`src/rtl/voq_pkg.sv`:
```
// Shared definitions for the VOQ scheduler slice.
// Holds the default geometry (address, data and queue-id widths), the
// derived ring-buffer sizes, the queue-id typedef and the helper that
// composes a RAM address from a queue id and a ring pointer.
// Ports: none (package).
package voq_pkg;
  localparam int ADDR_WIDTH_DEF = 6;
  localparam int DATA_WIDTH_DEF = 8;
  localparam int QID_WIDTH_DEF  = 2;

  localparam int NUM_Q_DEF = 2 ** QID_WIDTH_DEF;
  localparam int PTR_W     = ADDR_WIDTH_DEF - QID_WIDTH_DEF;
  localparam int QDEPTH    = 2 ** PTR_W;
  localparam int CNT_W     = PTR_W + 1;

  typedef logic [QID_WIDTH_DEF-1:0]  qid_t;
  typedef logic [PTR_W-1:0]          ptr_t;
  typedef logic [ADDR_WIDTH_DEF-1:0] addr_t;

  // Each queue owns a contiguous slice of the RAM, so the queue id is
  // simply the upper address bits.
  function automatic addr_t compose_addr(input qid_t qid, input ptr_t ptr);
    return {qid, ptr};
  endfunction
endpackage

```
`src/rtl/voq_sched_ctrl_if.sv`:
```
// Enqueue / dequeue bus of the VOQ scheduler.
// Handshake rules:
//   enqueue: a cell transfers on a clock edge where enq_valid && enq_ready.
//            enq_ready depends combinationally on enq_qid; the source holds
//            enq_valid/enq_qid/enq_data stable until the transfer.
//   dequeue: deq_req is a request, not a handshake; each cycle it is high and
//            some queue is non-empty yields exactly one deq_valid pulse one
//            cycle later with deq_qid/deq_data. There is no back-pressure.
// Signals: enq_valid, enq_qid, enq_data, enq_ready, deq_req, deq_valid,
//          deq_qid, deq_data, q_empty, q_full.
// master: the client (ingress/egress side); slave: the controller.
interface voq_sched_ctrl_if import voq_pkg::*; #(
  parameter int QID_WIDTH  = QID_WIDTH_DEF,
  parameter int DATA_WIDTH = DATA_WIDTH_DEF
);
  localparam int NUM_Q = 2 ** QID_WIDTH;

  logic                  enq_valid;
  logic [QID_WIDTH-1:0]  enq_qid;
  logic [DATA_WIDTH-1:0] enq_data;
  logic                  enq_ready;
  logic                  deq_req;
  logic                  deq_valid;
  logic [QID_WIDTH-1:0]  deq_qid;
  logic [DATA_WIDTH-1:0] deq_data;
  logic [NUM_Q-1:0]      q_empty;
  logic [NUM_Q-1:0]      q_full;

  modport master (
    output enq_valid, enq_qid, enq_data, deq_req,
    input  enq_ready, deq_valid, deq_qid, deq_data, q_empty, q_full
  );

  modport slave (
    input  enq_valid, enq_qid, enq_data, deq_req,
    output enq_ready, deq_valid, deq_qid, deq_data, q_empty, q_full
  );
endinterface

```
`src/rtl/ram.sv`:
```
// Generic simple-dual-port RAM with a one-cycle registered read.
// Ports: clk; wr_en/wr_addr/wr_data write port; rd_en/rd_addr read
// request; rd_data valid the cycle after rd_en, held otherwise.
// Contents and read register are intentionally not reset.
module ram #(
  parameter int ADDR_WIDTH = 6,
  parameter int DATA_WIDTH = 8
) (
  input  logic                  clk,
  input  logic                  wr_en,
  input  logic [ADDR_WIDTH-1:0] wr_addr,
  input  logic [DATA_WIDTH-1:0] wr_data,
  input  logic                  rd_en,
  input  logic [ADDR_WIDTH-1:0] rd_addr,
  output logic [DATA_WIDTH-1:0] rd_data
);
  logic [DATA_WIDTH-1:0] mem [2**ADDR_WIDTH];

  always_ff @(posedge clk) begin
    if (wr_en) mem[wr_addr] <= wr_data;
    if (rd_en) rd_data <= mem[rd_addr];
  end
endmodule

```
`src/rtl/rr_arbiter.sv`:
```
// Combinational round-robin picker.
// Ports: req (one bit per requester), last (index granted most recently);
// grant is one-hot (all zero when nothing requests), grant_idx its index.
// The search starts at last+1 and wraps, so the previous winner has the
// lowest priority. N must be a power of two so index arithmetic wraps.
module rr_arbiter #(
  parameter int N     = 4,
  parameter int IDX_W = 2
) (
  input  logic [N-1:0]     req,
  input  logic [IDX_W-1:0] last,
  output logic [N-1:0]     grant,
  output logic [IDX_W-1:0] grant_idx
);
  logic [IDX_W-1:0] cand;
  logic             found;

  always_comb begin
    grant     = '0;
    grant_idx = '0;
    cand      = '0;
    found     = 1'b0;
    // i == N wraps back to last itself, which is checked last.
    for (int i = 1; i <= N; i++) begin
      cand = last + IDX_W'(i);
      if (!found && req[cand]) begin
        found     = 1'b1;
        grant_idx = cand;
      end
    end
    if (found) grant[grant_idx] = 1'b1;
  end
endmodule

```
`src/rtl/voq_sched_ctrl.sv`:
```
// VOQ scheduler controller: one shared RAM statically split into NUM_Q
// equal ring buffers. Enqueues are tagged with a queue id; dequeue
// requests are served round-robin over the non-empty queues.
// Ports: clk, rst (async, active high); bus (slave modport) carrying the
// enqueue handshake, dequeue request/response and per-queue flags.
module voq_sched_ctrl import voq_pkg::*; #(
  parameter int ADDR_WIDTH = ADDR_WIDTH_DEF,
  parameter int DATA_WIDTH = DATA_WIDTH_DEF,
  parameter int QID_WIDTH  = QID_WIDTH_DEF
) (
  input logic             clk,
  input logic             rst,
  voq_sched_ctrl_if.slave bus
);
  localparam int N_Q     = 2 ** QID_WIDTH;
  localparam int Q_PTR_W = ADDR_WIDTH - QID_WIDTH;
  localparam int Q_DEPTH = 2 ** Q_PTR_W;
  localparam int Q_CNT_W = Q_PTR_W + 1;

  logic [Q_PTR_W-1:0]   head  [N_Q];
  logic [Q_PTR_W-1:0]   tail  [N_Q];
  logic [Q_CNT_W-1:0]   count [N_Q];
  logic [QID_WIDTH-1:0] rr_last;

  logic [N_Q-1:0]       empty;
  logic [N_Q-1:0]       full;
  logic [N_Q-1:0]       grant;
  logic [QID_WIDTH-1:0] grant_idx;
  logic [N_Q-1:0]       enq_sel;
  logic [N_Q-1:0]       deq_sel;
  logic                 enq_fire;
  logic                 deq_fire;

  logic                 deq_valid_r;
  logic [QID_WIDTH-1:0] deq_qid_r;

  always_comb begin
    empty = '0;
    full  = '0;
    for (int q = 0; q < N_Q; q++) begin
      empty[q] = (count[q] == '0);
      full[q]  = (count[q] == Q_CNT_W'(Q_DEPTH));
    end
  end

  // A full queue refuses even when it is dequeued in the same cycle;
  // this keeps enq_ready free of any dependence on the arbiter.
  assign bus.enq_ready = !full[bus.enq_qid];
  assign enq_fire      = bus.enq_valid && bus.enq_ready;

  // Eligibility uses start-of-cycle counts, so a cell written this cycle
  // cannot be picked until next cycle, and read/write never collide.
  rr_arbiter #(.N(N_Q), .IDX_W(QID_WIDTH)) u_arb (
    .req       (~empty),
    .last      (rr_last),
    .grant     (grant),
    .grant_idx (grant_idx)
  );

  assign deq_fire = bus.deq_req && (|grant);

  always_comb begin
    enq_sel = '0;
    if (enq_fire) enq_sel[bus.enq_qid] = 1'b1;
    deq_sel = deq_fire ? grant : '0;
  end

  ram #(.ADDR_WIDTH(ADDR_WIDTH), .DATA_WIDTH(DATA_WIDTH)) u_ram (
    .clk     (clk),
    .wr_en   (enq_fire),
    .wr_addr ({bus.enq_qid, tail[bus.enq_qid]}),
    .wr_data (bus.enq_data),
    .rd_en   (deq_fire),
    .rd_addr ({grant_idx, head[grant_idx]}),
    .rd_data (bus.deq_data)
  );

  always_ff @(posedge clk or posedge rst) begin
    if (rst) begin
      for (int q = 0; q < N_Q; q++) begin
        head[q]  <= '0;
        tail[q]  <= '0;
        count[q] <= '0;
      end
      // Last grant "was" the top queue, so queue 0 wins first.
      rr_last     <= QID_WIDTH'(N_Q - 1);
      deq_valid_r <= 1'b0;
      deq_qid_r   <= '0;
    end else begin
      for (int q = 0; q < N_Q; q++) begin
        if (enq_sel[q]) tail[q] <= tail[q] + 1'b1;
        if (deq_sel[q]) head[q] <= head[q] + 1'b1;
        if (enq_sel[q] && !deq_sel[q])
          count[q] <= count[q] + 1'b1;
        else if (!enq_sel[q] && deq_sel[q])
          count[q] <= count[q] - 1'b1;
      end
      if (deq_fire) begin
        rr_last   <= grant_idx;
        deq_qid_r <= grant_idx;
      end
      deq_valid_r <= deq_fire;
    end
  end

  assign bus.deq_valid = deq_valid_r;
  assign bus.deq_qid   = deq_qid_r;
  assign bus.q_empty   = empty;
  assign bus.q_full    = full;
endmodule

```
`src/flat_wrapper.sv`:
```
// flat-port wrapper written by rule: the top's interface ports become plain ports
module voq_sched_ctrl_flat import voq_pkg::*;
#(
  parameter int ADDR_WIDTH = ADDR_WIDTH_DEF,
  parameter int DATA_WIDTH = DATA_WIDTH_DEF,
  parameter int QID_WIDTH  = QID_WIDTH_DEF
)
  (clk, rst, bus_enq_valid, bus_enq_qid, bus_enq_data, bus_deq_req, bus_enq_ready, bus_deq_valid, bus_deq_qid, bus_deq_data, bus_q_empty, bus_q_full);
  voq_sched_ctrl_if #(.QID_WIDTH(QID_WIDTH), .DATA_WIDTH(DATA_WIDTH)) bus_i ();
  input logic clk;
  input logic rst;
  input wire logic [$bits(bus_i.enq_valid)-1:0] bus_enq_valid;
  input wire logic [$bits(bus_i.enq_qid)-1:0] bus_enq_qid;
  input wire logic [$bits(bus_i.enq_data)-1:0] bus_enq_data;
  input wire logic [$bits(bus_i.deq_req)-1:0] bus_deq_req;
  output wire logic [$bits(bus_i.enq_ready)-1:0] bus_enq_ready;
  output wire logic [$bits(bus_i.deq_valid)-1:0] bus_deq_valid;
  output wire logic [$bits(bus_i.deq_qid)-1:0] bus_deq_qid;
  output wire logic [$bits(bus_i.deq_data)-1:0] bus_deq_data;
  output wire logic [$bits(bus_i.q_empty)-1:0] bus_q_empty;
  output wire logic [$bits(bus_i.q_full)-1:0] bus_q_full;
  assign bus_i.enq_valid = bus_enq_valid;
  assign bus_i.enq_qid = bus_enq_qid;
  assign bus_i.enq_data = bus_enq_data;
  assign bus_i.deq_req = bus_deq_req;
  assign bus_enq_ready = bus_i.enq_ready;
  assign bus_deq_valid = bus_i.deq_valid;
  assign bus_deq_qid = bus_i.deq_qid;
  assign bus_deq_data = bus_i.deq_data;
  assign bus_q_empty = bus_i.q_empty;
  assign bus_q_full = bus_i.q_full;
  voq_sched_ctrl #(.ADDR_WIDTH(ADDR_WIDTH), .DATA_WIDTH(DATA_WIDTH), .QID_WIDTH(QID_WIDTH)) u_core (.clk(clk), .rst(rst), .bus(bus_i));
endmodule
```
`config.mk`:
```
export PLATFORM = sky130hd
export DESIGN_NAME = voq_sched_ctrl_flat
export DESIGN_NICKNAME = d
export VERILOG_FILES = /design/src/rtl/voq_pkg.sv /design/src/rtl/voq_sched_ctrl_if.sv /design/src/rtl/ram.sv /design/src/rtl/rr_arbiter.sv /design/src/rtl/voq_sched_ctrl.sv /design/src/flat_wrapper.sv
export SDC_FILE = /design/constraint.sdc
export NUM_CORES = 1
export LEC_CHECK = 0
export ABC_AREA = 1
export CAP_MARGIN = 0
export CELL_PAD_IN_SITES_DETAIL_PLACEMENT = 0
export CELL_PAD_IN_SITES_GLOBAL_PLACEMENT = 1
export CORE_AREA = 3 3 252 192
export DETAILED_ROUTE_END_ITERATION = 10
export DIE_AREA = 0 0 255 195
export HOLD_SLACK_MARGIN = 0.12
export PLACE_DENSITY_LB_ADDON = 0.15
export SETUP_SLACK_MARGIN = 0.05
export SKIP_LAST_GASP = 1
export SYNTH_ARGS = -nofsm -noshare
export SYNTH_HDL_FRONTEND = slang
export SYNTH_HIERARCHICAL = 1
export SYNTH_SLANG_ARGS = --single-unit
```
`constraint.sdc`:
```
create_clock -name clk -period 5.7 [get_ports clk]
set_input_delay 0.855 -clock clk [delete_from_list [all_inputs] [get_ports clk]]
set_output_delay 0.855 -clock clk [all_outputs]
set_load 0.02 [all_outputs]
```
* After elaboration in Yosys (flattened, before gate mapping)
Memory sizes are Yosys's and may differ from the RTL's. A register that Yosys moved wholly into a read port is not among the register bits.
Index checks and enable logic that the tools add are counted.
Widths: inputs -> output; s select.
** Storage, ports and cells
- Bits in registers :: 57
- Memory bits (writable) :: 512
- Bits of input ports :: 14
- Output and inout bits :: 20
- Logic and storage cells :: 129
- Memories kept :: 1
** Cells by class
- Add/subtract/negate cells :: 19
- Magnitude comparators :: 10
- Eq/ne operators :: 4
- Multiplexer cells :: 41
- Bitwise gates (word level) :: 3
- Reductions and logical operators :: 36
** Memories
- u_core.u_ram.mem :: words 64, width 8, read ports 1, clocked after Yosys merged registers in 1, wr ports 1, RTL line ram.sv:17 : logic [DATA_WIDTH-1:0] mem [2**ADDR_WIDTH];
** Operators by type and width (number)
- $mux 5 :: 8
- $add 4x1->4 const B :: 8
- $mux 4 :: 7
- $add 5x1->5 const B :: 4
- $eq 5x5->1 const B :: 4
- $logic_not 5->1 :: 4
- $sub 5x1->5 const B :: 4
- $lt 2x3->1 const B :: 6
- $bmux 4 s2 :: 2
- $logic_and 1x1->1 :: 15
- $mux 1 :: 13
- $logic_not 1->1 :: 12
- $bmux 1 s2 :: 5
- $mux 2 :: 4
- $reduce_bool 2->1 :: 4
- $ge 3x3->1 const B :: 2
- $not 2->3 :: 2
- $add 2x2->2 const B :: 2
- $demux 1 s2 :: 2
- $ge 2x1->1 const B :: 2
- $not 4->4 :: 1
- $reduce_or 4->1 :: 1
- $add 2x1->2 const B :: 1

* Longest topological paths before layout
Gate-level depths: netlist of the first run.
- Depth in word-level cells :: 25
- Depth in mapped cells :: 30
- Depth with buffers taken out :: 29

* Cells and area by module
Netlist of the first run, hierarchy kept.
** By module, submodules not included
- ram :: instances 1, cells each 1805, area each 21419.3 µm²
- voq_sched_ctrl :: instances 1, cells each 417, area each 3465.8 µm²
- rr_arbiter :: instances 1, cells each 61, area each 371.6 µm²

* Least setup slack after synthesis of the first run
Ideal clock, no wire load.
- Path kind :: register to register
- Start :: register u_core/count[0] (netlist bit)
- End :: register u_core/count[14] (netlist bit)
- Library setup time :: 127 ps
- Arrival time :: 3456 ps
- Required time :: 5573 ps
- Setup slack :: 2117 ps
- Cell stages (with the launch flop) :: 27
- Clock period less this slack :: 3583 ps
- Path through :: dfrtp_1 -> nor2_1 -> nand2_1 -> nor2_1 -> inv_1 -> inv_1 -> nand2_1 -> nand2_1 -> nand2_1 -> nand2_2 -> nand4_1 -> nand3_4 -> inv_1 -> nor2_1 -> nor3_1 -> nand2_1 -> nand2_1 -> nor2_1 -> inv_1 -> ha_1 -> inv_1 -> ha_1 -> a21oi_1 -> o21bai_1 -> xor2_1 -> nand2_1 -> o21ai_0
** On the way
- Cells in the longest elaborated chain, start to end :: 25
** RTL lines
- from (decl) :: RTL line voq_sched_ctrl.sv:22 : logic [Q_CNT_W-1:0] count [N_Q];
- from (signal, indexed assignment) :: RTL line voq_sched_ctrl.sv:94 : count[q] <= count[q] + 1'b1;
- from (signal, indexed assignment) :: RTL line voq_sched_ctrl.sv:96 : count[q] <= count[q] - 1'b1;
- $logic_not 5->1 (*) :: RTL line voq_sched_ctrl.sv:41 : empty[q] = (count[q] == '0);
- via bus_q_empty[3] :: RTL line flat_wrapper.sv:20 : output wire logic [$bits(bus_i.q_empty)-1:0] bus_q_empty;
- $not 4->4 (*) :: RTL line voq_sched_ctrl.sv:54 : .req (~empty),
- $bmux 1 s2 :: RTL line rr_arbiter.sv:26 : if (!found && req[cand]) begin
- $mux 1 (not written as such) :: RTL line rr_arbiter.sv:26
- $mux 1 :: RTL line rr_arbiter.sv:26
- $logic_not 1->1 :: RTL line rr_arbiter.sv:26
- $logic_and 1x1->1 :: RTL line rr_arbiter.sv:26
- [7 not listed]
- via u_core.grant_idx[1] :: RTL line voq_sched_ctrl.sv:28 : logic [QID_WIDTH-1:0] grant_idx;
- [4 not listed]
- $mux 4 (*) :: RTL line rr_arbiter.sv:31 : if (found) grant[grant_idx] = 1'b1;
- via u_core.grant[2] :: RTL line voq_sched_ctrl.sv:27 : logic [N_Q-1:0] grant;
- $reduce_or 4->1 (*) :: RTL line voq_sched_ctrl.sv:60 : assign deq_fire = bus.deq_req && (|grant);
- $logic_and 1x1->1 (*) :: RTL line voq_sched_ctrl.sv:60
- $mux 4 (*) :: RTL line voq_sched_ctrl.sv:65 : deq_sel = deq_fire ? grant : '0;
- $logic_not 1->1 :: RTL line voq_sched_ctrl.sv:93 : if (enq_sel[q] && !deq_sel[q])
- $logic_and 1x1->1 :: RTL line voq_sched_ctrl.sv:93
- $mux 5 / $reduce_bool 2->1 (equally long branches)
Mark *: on every way through the listed nets, which the timed path passes. The rest lies on a longest branch. The select of a mux whose other input is x is not followed.
A chain may end at the register's enable or synchronous reset.

* Worst setup path in the final report of the first run
- Start :: register u_core/count[0] (netlist bit)
- End :: register u_core.u_ram.rd_data[6] (read register of u_core.u_ram.mem) (data pin)
** On the way
- Cells in the longest elaborated chain, start to end :: 21
** RTL lines
- $logic_not 5->1 (*) :: RTL line voq_sched_ctrl.sv:41
- $not 4->4 (*) :: RTL line voq_sched_ctrl.sv:54
- $bmux 1 s2 :: RTL line rr_arbiter.sv:26
- $mux 1 (not written as such) :: RTL line rr_arbiter.sv:26
- $mux 1 :: RTL line rr_arbiter.sv:26
- $logic_not 1->1 :: RTL line rr_arbiter.sv:26
- $logic_and 1x1->1 :: RTL line rr_arbiter.sv:26
- $mux 1 :: RTL line rr_arbiter.sv:26
- [6 not listed]
- via u_core.grant_idx[0] :: RTL line voq_sched_ctrl.sv:28
- $lt 2x3->1 (not written as such) / $ge 2x1->1 (equally long branches) :: RTL line rr_arbiter.sv:31
- $logic_and 1x1->1 (not written as such) :: RTL line rr_arbiter.sv:31
- $mux 1 (not written as such) :: RTL line rr_arbiter.sv:31
- $demux 1 s2 :: RTL line rr_arbiter.sv:31
- $mux 4 :: RTL line rr_arbiter.sv:31
- $reduce_or 4->1 :: RTL line voq_sched_ctrl.sv:60
- $logic_and 1x1->1 :: RTL line voq_sched_ctrl.sv:60
- to (decl) :: RTL line ram.sv:15 : output logic [DATA_WIDTH-1:0] rd_data
Marked as above.

==> results.cfg, run 1 <==
[run_status]
outcome = finished, final reports clean

[die]
start_util_pct = 55.0
fp.dieH_um = 195
fp.dieW_um = 255
die-area_sq_um = 49700
io-pin-count = 34
fp-row-count = 68
core_area_sq_um = 45900

[clock_network]
tritoncts.num_buffers = 55
htree_levels = 2
cts_tree = done
post_cts_hold_buffer_count = 0
post-cts-setup-buffer-count = 0
cts.clk_slew.worst_paths_ns = 0.06
clock-root-buffer = sky130_fd_sc_hd__clkbuf_16
cts_buffer_depth = 3
cts_repair_resize_count = 0
clkLatencyLatePin_ns = 0.58
cts_num_sinks = 577

[global_route]
grt.overflow.total = 0
number_of_antenna_violations_at_the_first_check_in_global_routing = 0
largest_net_degree_at_the_start_of_global_routing = 134
wire_length_of_the_first_global_routing_pass_um = 97700
gr-usage-all-layers_pct = 25.7
grt_pass1_vias = 16417

[sta]
timing_max_transition_violations_final = 0
rsz_0062_raised_after_global_routing = false
relSlewSlack_pct = 36.9
final.setup_skew_ns = 0.0136
timing.final.crit_share_pct = 78.9
hold_viol = 0
finalSetupTns_ns = 0
final_worst_path_period_need_ns = 4.50
max_slew.worst_pin.slew_ns = 0.947
final-setup-viol-count = 0
holdWs_ns = 0.470
fmax_mhz = 222
final.setup.worst_slack_ns = 1.20

[setup_path]
cell_with_the_most_instances_on_the_worst_path = sky130_fd_sc_hd__nand2_1
regToRegSetupSlack_ns = 1.20
critical_path.reg2reg.startpoint = u_core/count[0]
worstSetupPathType = reg2reg
start_kind = register
critPathSlowestCell = sky130_fd_sc_hd__dfrtp_1
timing.critical_path.fanout_max = 58
critPathRequiredTime_ns = 6.14
reg2regPathDepth = 25
max_incr_delay_on_cp_ns = 0.44
data_arrival_at_the_endpoint_of_the_critical_path_ns = 4.94
worstReg2RegEnd = u_core/u_ram/rd_data[6]
end_kind = register

[synthesis]
synth_warnings = 6
synthDistinctLibCells = 39
synthesis.nets = 2325
post_synth_inst_count = 2283
synth_seq_cells = 577
synth.cell_area_sq_um = 25300
synth-async-reset-ratio_pct = 9.88
sequential_fraction_of_the_synthesis_area_pct = 67.5
synth_enable_flop_cells = 520
postSynth.topFlopCell = sky130_fd_sc_hd__edfxtp_1
postSynthAreaPerCell_sq_um = 11.1

[routing]
wl_per_cell_um = 21.0
antenna_left = 0
detailedRoute.firstPassIterationCount = 5
routed_via_density = 5.68
detail_route.drc_violations = 0
drt-initial-drc-count = 2011
routed_wl_um = 62900
total_vias_in_the_final_route = 17011

[placement]
routabilityCongestion = 0.827
place_hpwl_um = 37200
io_buffers = 33
place_worst_setup_slack_ns = 1.27

[hold_path]
hold_critical_path_endpoint = u_core/head[15]
holdCritStartpoint = u_core/head[15]
holdPathStages = 1
min-delay-path-class = reg2reg

[layout]
mostFrequentLayoutCells = sky130_fd_sc_hd__nand2_1, sky130_fd_sc_hd__edfxtp_1, sky130_fd_sc_hd__nand3_1
fraction_of_final_layout_cells_with_drive_strength_greater_than_1_pct = 9.71
fillCellCount = 3688
layout.nets = 2399
area.growth.synth_to_final_pct = 11.1
mostFrequentLayoutCell = sky130_fd_sc_hd__nand2_1

[flow_run]
maxCapViolations = 0
## cell type report
| class | count | area, sq um | area share, % |
|---|---|---|---|
| repair buffers | 138 | 1190 | 4.24 |
| diodes | 1 | 2.50 | 0.00892 |
| clock inverters | 33 | 225 | 0.803 |
| clock buffers | 66 | 1460 | 5.20 |
| flip-flops and latches | 577 | 17000 | 60.7 |
| multi-input cells | 1510 | 7090 | 25.3 |
| inverters | 75 | 300 | 1.07 |
| well taps | 595 | 744 | 2.65 |
## logic make-up after synthesis
| group | share of synthesized area (%) |
|---|---|
| flip-flops | 67.5 |
| AND/OR/NAND/NOR | 24.2 |
| XOR/XNOR | 1.11 |
| AO/OA/AOI/OAI | 1.15 |
| buffers and inverters | 4.60 |
| adder cells (fa/ha/maj) | 1.51 |
## stage by stage
| step | instance area, sq um | instances | utilization (%) |
|---|---|---|---|
| floorplan | 25300 | 2283 | - |
| global placement | 26400 | 2895 | 57.4 |
| detailed placement | 26400 | 2895 | 57.4 |
| CTS | 28100 | 2994 | 61.1 |
| global route | 28100 | 2994 | 61.1 |
| finish | 28100 | 2995 | 61.1 |
## Yosys cell counts (3+ instances only)
library cell | instances | share of area, %
sky130_fd_sc_hd__nand2_1 | 777 | 12
sky130_fd_sc_hd__edfxtp_1 | 520 | 62
sky130_fd_sc_hd__nand3_1 | 457 | 9.1
sky130_fd_sc_hd__nor2_1 | 92 | 1.4
sky130_fd_sc_hd__inv_1 | 66 | 0.98
sky130_fd_sc_hd__dfrtp_1 | 55 | 5.4
sky130_fd_sc_hd__buf_2 | 39 | 0.77
sky130_fd_sc_hd__buf_6 | 38 | 1.7
sky130_fd_sc_hd__nand4_1 | 33 | 0.82
sky130_fd_sc_hd__ha_1 | 24 | 1.2
sky130_fd_sc_hd__a21oi_1 | 19 | 0.38
sky130_fd_sc_hd__xor2_1 | 18 | 0.62
sky130_fd_sc_hd__clkbuf_1 | 17 | 0.25
sky130_fd_sc_hd__o21ai_0 | 16 | 0.32
sky130_fd_sc_hd__buf_4 | 15 | 0.45
sky130_fd_sc_hd__nand2_2 | 14 | 0.35
sky130_fd_sc_hd__xnor2_1 | 14 | 0.49
sky130_fd_sc_hd__buf_1 | 10 | 0.15
sky130_fd_sc_hd__nor4_1 | 8 | 0.20
sky130_fd_sc_hd__nand2_4 | 6 | 0.27
sky130_fd_sc_hd__a22oi_1 | 5 | 0.15
sky130_fd_sc_hd__inv_2 | 5 | 0.074
sky130_fd_sc_hd__a31oi_1 | 4 | 0.099
sky130_fd_sc_hd__fa_1 | 4 | 0.32
sky130_fd_sc_hd__nand3_4 | 3 | 0.21
sky130_fd_sc_hd__nor2_2 | 3 | 0.074
sky130_fd_sc_hd__o21bai_1 | 3 | 0.089
## critical path, delay by kind of cell (launching register included)
family | cells | cell delay [ns]
simple gates | 18 | 2.26
buf+inv | 5 | 1.08
compound gates | 2 | 0.52
flops | 1 | 0.44
## how the worst max path moves through the flow
stage | startpoint | endpoint | cells after the start
2_1_floorplan | u_core/count[0] | u_core/count[14] | 26
3_3_place_gp | u_core/count[0] | u_core/u_ram/rd_data[6] | 25
3_5_place_dp | u_core/count[0] | u_core/u_ram/rd_data[6] | 25
4_1_cts | u_core/count[0] | u_core/u_ram/rd_data[6] | 25
5_1_grt | u_core/count[0] | u_core/count[4] | 29
6_report | u_core/count[0] | u_core/u_ram/rd_data[6] | 25
## registers in the layout (all words and copies together), names as in the netlist
name,flops
u_core/bus.deq_valid,1
u_core/tail,16
u_core/bus.deq_qid,2
u_core/rr_last,2
u_core/u_ram/mem,512
u_core/head,16
u_core/u_ram/rd_data,8
u_core/count,20
## per-layer routing
metal	track usage [%]	up-vias	routed length, um	part of all wire [%]
met3	4.29	85	5300	8.4
li1	-	8039	-	-
met5	0	-	0	0
met1	40.1	8248	28900	46
met2	38.4	639	27700	44
met4	5.06	0	989	1.6
Power of run 1 is not shown: default switching activity piles up to over one toggle a cycle in this logic, so the estimate is an artifact.
==> run 2: changes to the inputs <==
- CORE_AREA: 3 3 252 192 -> 3 3 261 199
- DIE_AREA: 0 0 255 195 -> 0 0 264 202
- clock period: 5.7 -> 4.5 ns (I/O delays scaled with it)
==> results.cfg, run 2 (synthesized netlist as in run 1, its figures left out) <==
[run_status]
outcome = finished, final reports clean

[layout]
largest_register_by_flop_count = u_core/u_ram/mem
fraction_of_final_layout_cells_with_drive_strength_greater_than_1_pct = 11.1
n_antenna_cell = 0
mostFrequentLayoutCells = sky130_fd_sc_hd__nand2_1, sky130_fd_sc_hd__edfxtp_1, sky130_fd_sc_hd__nand3_1
mostFrequentLayoutCell = sky130_fd_sc_hd__nand2_1
fillCellCount = 4130
reg_top3 = u_core/u_ram/mem: 512 flops, u_core/count: 20 flops
layout.nets = 2411
finalNonFillerCells = 3074
largest_reg_flops = 512
area.growth.synth_to_final_pct = 13.2

[setup_path]
data_arrival_at_the_endpoint_of_the_critical_path_ns = 4.67
critical_path.cell_chain = nor2_2, nand2_1, nor2_1, inv_1, inv_1, nand2_1, nand2_1, nand2_1, nand2_2, nand4_1, nand3_4, o21ai_0, o22ai_4, buf_4, buf_12, buf_4, nand2_1, nand3_1, nand3_1, nand2_1, nand2_1, nand3_1, nand3_1, nand2_1
cell_with_the_most_instances_on_the_worst_path = sky130_fd_sc_hd__nand2_1
timing.critical_path.fanout_max = 54
worstReg2RegEnd = u_core/u_ram/rd_data[3]
worstSetupPathType = reg2reg
critPathRequiredTime_ns = 4.99
reg2regPathDepth = 24
start_kind = register
end_kind = register
critical-path-top-delay-family = simple AND/OR/NAND/NOR gates
regToRegSetupSlack_ns = 0.32
critPathSlowestCell = sky130_fd_sc_hd__dfrtp_1
worst-path-buf-inv = 5
critical_path.reg2reg.startpoint = u_core/count[0]
max_incr_delay_on_cp_ns = 0.44

[placement]
io_buffers = 33
routabilityCongestion = 0.825
placedCellCount = 2964
place_hpwl_um = 39700

[clock_network]
cts_buffer_depth = 3
clkLatencyLatePin_ns = 0.62
cts_num_sinks = 577
clock-root-buffer = sky130_fd_sc_hd__clkbuf_16
tritoncts.num_buffers = 57
cts_tree = done
htree_levels = 2
cts.clk_slew.worst_paths_ns = 0.06

[die]
die-area_sq_um = 53300
fp.dieH_um = 202
fp-row-count = 71
start_util_pct = 50.8
core_area_sq_um = 49700
fp.dieW_um = 264
io-pin-count = 34

[sta]
final.setup_skew_ns = 0.0211
relSlewSlack_pct = 28.3
fmax_mhz = 239
rsz_0062_raised_after_global_routing = true
hold_viol = 0
timing.final.crit_share_pct = 92.9
timing_max_transition_violations_final = 0
final_worst_path_period_need_ns = 4.18
final-setup-viol-count = 0
max_slew.worst_pin.slew_ns = 1.08

[routing]
detail_route.drc_violations = 0
antenna_left = 0
detailedRoute.firstPassIterationCount = 5
routed_via_density = 5.60
wl_per_cell_um = 21.3
total_vias_in_the_final_route = 17216
routed_wl_um = 65500
drt-initial-drc-count = 1907

[global_route]
wire_length_of_the_first_global_routing_pass_um = 101000
grt_pass1_vias = 16636
number_of_antenna_violations_at_the_first_check_in_global_routing = 0
grt.overflow.total = 0
largest_net_degree_at_the_start_of_global_routing = 81
gr-usage-all-layers_pct = 24.7

[hold_path]
holdPathStages = 1
holdCritStartpoint = u_core/head[15]
hold_critical_path_endpoint = u_core/head[15]
min-delay-path-class = reg2reg

[flow_run]
maxCapViolations = 0
==> run 2: routing by layer <==
metal,part of all wire (%),vias to the layer above,GRT usage (%),wire (um)
met3,7.5,85,3.92,4890
met4,2.0,0,6.28,1310
met5,0,-,0,0
met1,47,8443,38.2,30500
li1,-,8083,-,-
met2,44,605,36.6,28800
==> run 2: worst max path at each step <==
stage	endpoint	cells past startpoint	startpoint
6_report	u_core/u_ram/rd_data[3]	24	u_core/count[0]
5_1_grt	u_core/u_ram/rd_data[1]	21	u_core/count[0]
4_1_cts	u_core/u_ram/rd_data[7]	27	u_core/count[0]
3_5_place_dp	u_core/u_ram/rd_data[7]	27	u_core/count[0]
3_3_place_gp	u_core/count[9]	26	u_core/count[0]
2_1_floorplan	u_core/count[14]	26	u_core/count[0]
==> run 2: area by class of cell <==
type                            instances  area [sq um]  share of cell area, %
Clock inverter                         35           443                   1.55
Clock buffer                           72          1500                   5.26
Timing Repair Buffer                  148          1350                   4.72
Tap cell                              657           822                   2.88
Inverter                               75           305                   1.07
Sequential cell                       577         17000                   59.6
Multi-Input combinational cell       1510          7120                   24.9
==> run 2: metrics by stage <==
stage          utilization, %  hold slack [ns]  worst slack [ns]  cell area [sq um]  setup TNS, ns
6_report                 57.5            0.479             0.321              28600              0
4_1_cts                  57.3            0.481             0.201              28500              0
3_3_place_gp             53.4            0.459             0.220              26600              0
2_1_floorplan               -            0.440             0.917              25300              0
5_1_grt                  57.5            0.507          -0.00477              28600       -0.00477
3_5_place_dp             53.4            0.463             0.194              26600              0
==> run 2: what timing repair did <==
item	in CTS	in global routing
hold buffers	0	0
setup buffers	0	2
resized for setup	0	14
setup endpoints to repair	0	16
Power of run 2 is left out for the same reason.
==> run 3: changes to the inputs <==
- SLEW_MARGIN: default -> 25
==> results.cfg, run 3 (synthesized netlist as in run 1, its figures left out) <==
[run_status]
outcome = finished, final reports clean

[sta]
final_worst_path_period_need_ns = 4.15
timing_max_transition_violations_final = 0
relSlewSlack_pct = 39.7
holdWs_ns = 0.473
finalSetupTns_ns = 0
timing.final.crit_share_pct = 92.3
final.setup_skew_ns = 0.0276
final-setup-viol-count = 0
max_slew.worst_pin.slew_ns = 0.901
fmax_mhz = 241
rsz_0062_raised_after_global_routing = false
hold_viol = 0

[layout]
n_antenna_cell = 0
mostFrequentLayoutCells = sky130_fd_sc_hd__nand2_1, sky130_fd_sc_hd__edfxtp_1, sky130_fd_sc_hd__nand3_1
mostFrequentLayoutCell = sky130_fd_sc_hd__nand2_1
layout.nets = 2413
finalNonFillerCells = 3073
area.growth.synth_to_final_pct = 13.0
postLayoutCoreUtil_pct = 57.4
largest_reg_flops = 512
fraction_of_final_layout_cells_with_drive_strength_greater_than_1_pct = 11.0
fillCellCount = 4149
reg_top3 = u_core/u_ram/mem: 512 flops, u_core/count: 20 flops
largest_register_by_flop_count = u_core/u_ram/mem

[routing]
detail_route.drc_violations = 0
total_vias_in_the_final_route = 17225
metal3_wl_um = 4700
detailedRoute.firstPassIterationCount = 5
wl_met2_um = 28900
routed_wl_um = 65700
antenna_left = 0
wl_per_cell_um = 21.4
drt-initial-drc-count = 1915
drt-met1-wl_um = 30700
routed_via_density = 5.61
routed.top_layer = met4

[setup_path]
critPathRequiredTime_ns = 4.99
timing.critical_path.fanout_max = 54
reg2regPathDepth = 26
regToRegSetupSlack_ns = 0.35
worstSetupPathType = reg2reg
critical_path.reg2reg.startpoint = u_core/count[0]
start_kind = register
data_arrival_at_the_endpoint_of_the_critical_path_ns = 4.64
end_kind = register
worstReg2RegEnd = u_core/u_ram/rd_data[3]
crit_path_end = u_core/u_ram/rd_data[3]
setup.worst_path.start = u_core/count[0]

[global_route]
grt.overflow.total = 0
grt_pass1_vias = 16611
number_of_antenna_violations_at_the_first_check_in_global_routing = 0
wire_length_of_the_first_global_routing_pass_um = 101000
gr-usage-all-layers_pct = 24.7
largest_net_degree_at_the_start_of_global_routing = 81

[hold_path]
holdCritStartpoint = u_core/head[11]
min-delay-path-class = reg2reg

[die]
fp.dieH_um = 202
fp-row-count = 71
io-pin-count = 34
start_util_pct = 50.8
core_area_sq_um = 49700
fp.dieW_um = 264
die-area_sq_um = 53300

[clock_network]
cts_tree = done
clkLatencyLatePin_ns = 0.62
tritoncts.num_buffers = 57
clock-root-buffer = sky130_fd_sc_hd__clkbuf_16
post_cts_hold_buffer_count = 0
htree_levels = 2
cts_buffer_depth = 3
cts_num_sinks = 577
cts.clk_slew.worst_paths_ns = 0.06

[placement]
place_hpwl_um = 39900
routabilityCongestion = 0.825
placedCellCount = 2965
io_buffers = 33

[flow_run]
maxCapViolations = 0
run 3: worst min path at each step:
stage	to	slack (ns)	cells past startpoint
detailed placement	u_core/tail[3]	0.46	2
global placement	u_core/head[15]	0.46	1
floorplan	u_core/head[7]	0.44	1
global route	u_core/head[3]	0.50	1
CTS	u_core/tail[3]	0.48	2
finish	u_core/head[11]	0.47	1
run 3: area by class of cell:
type / count / area (sq um) / area share (%)
Timing Repair Buffer: 150 / 1380 / 4.83
Clock buffer: 72 / 1520 / 5.34
Clock inverter: 32 / 352 / 1.23
Tap cell: 657 / 822 / 2.88
Sequential cell: 577 / 17000 / 59.7
Multi-Input combinational cell: 1510 / 7120 / 25.0
Inverter: 75 / 302 / 1.06
run 3: through the flow:
step	cell area (sq um)	setup WS (ns)
global route	28500	0.0518
global placement	26600	0.220
detailed placement	26600	0.213
floorplan	25300	0.917
CTS	28500	0.195
finish	28500	0.348
run 3: layer usage:
| layer | vias up | track usage (%) |
|---|---|---|
| li1 | 8079 | - |
| met1 | 8455 | 38.9 |
| met2 | 600 | 36.3 |
| met3 | 91 | 3.40 |
| met4 | 0 | 6.63 |
| met5 | - | 0 |
run 3: critical path: stages (launching register included):
cell and delay [ns]:
sky130_fd_sc_hd__dfrtp_1 0.44, sky130_fd_sc_hd__nor2_2 0.26, sky130_fd_sc_hd__nand2_1 0.11, sky130_fd_sc_hd__nor2_1 0.15, sky130_fd_sc_hd__inv_1 0.10, sky130_fd_sc_hd__inv_1 0.06, sky130_fd_sc_hd__nand2_1 0.06, sky130_fd_sc_hd__nand3_1 0.12
sky130_fd_sc_hd__nand2_1 0.10, sky130_fd_sc_hd__nor2_4 0.13, sky130_fd_sc_hd__nand3_2 0.09, sky130_fd_sc_hd__nand2_2 0.10, sky130_fd_sc_hd__nand2_2 0.12, sky130_fd_sc_hd__clkinvlp_4 0.18, sky130_fd_sc_hd__nor2_2 0.07, sky130_fd_sc_hd__o22ai_4 0.22
sky130_fd_sc_hd__buf_4 0.25, sky130_fd_sc_hd__buf_12 0.25, sky130_fd_sc_hd__buf_4 0.26, sky130_fd_sc_hd__nand2_1 0.08, sky130_fd_sc_hd__nand3_1 0.08, sky130_fd_sc_hd__nand3_1 0.07, sky130_fd_sc_hd__nand2_1 0.13, sky130_fd_sc_hd__nand2_1 0.15
sky130_fd_sc_hd__nand3_1 0.15, sky130_fd_sc_hd__nand3_1 0.13, sky130_fd_sc_hd__nand2_1 0.09
run 3: timing repair:
| item | in CTS | in global routing |
|---|---|---|
| buffers inserted | 0 | 3 |
| setup endpoints to repair | 0 | 15 |
| gates resized for setup | 0 | 13 |
Power of run 3 is left out for the same reason.
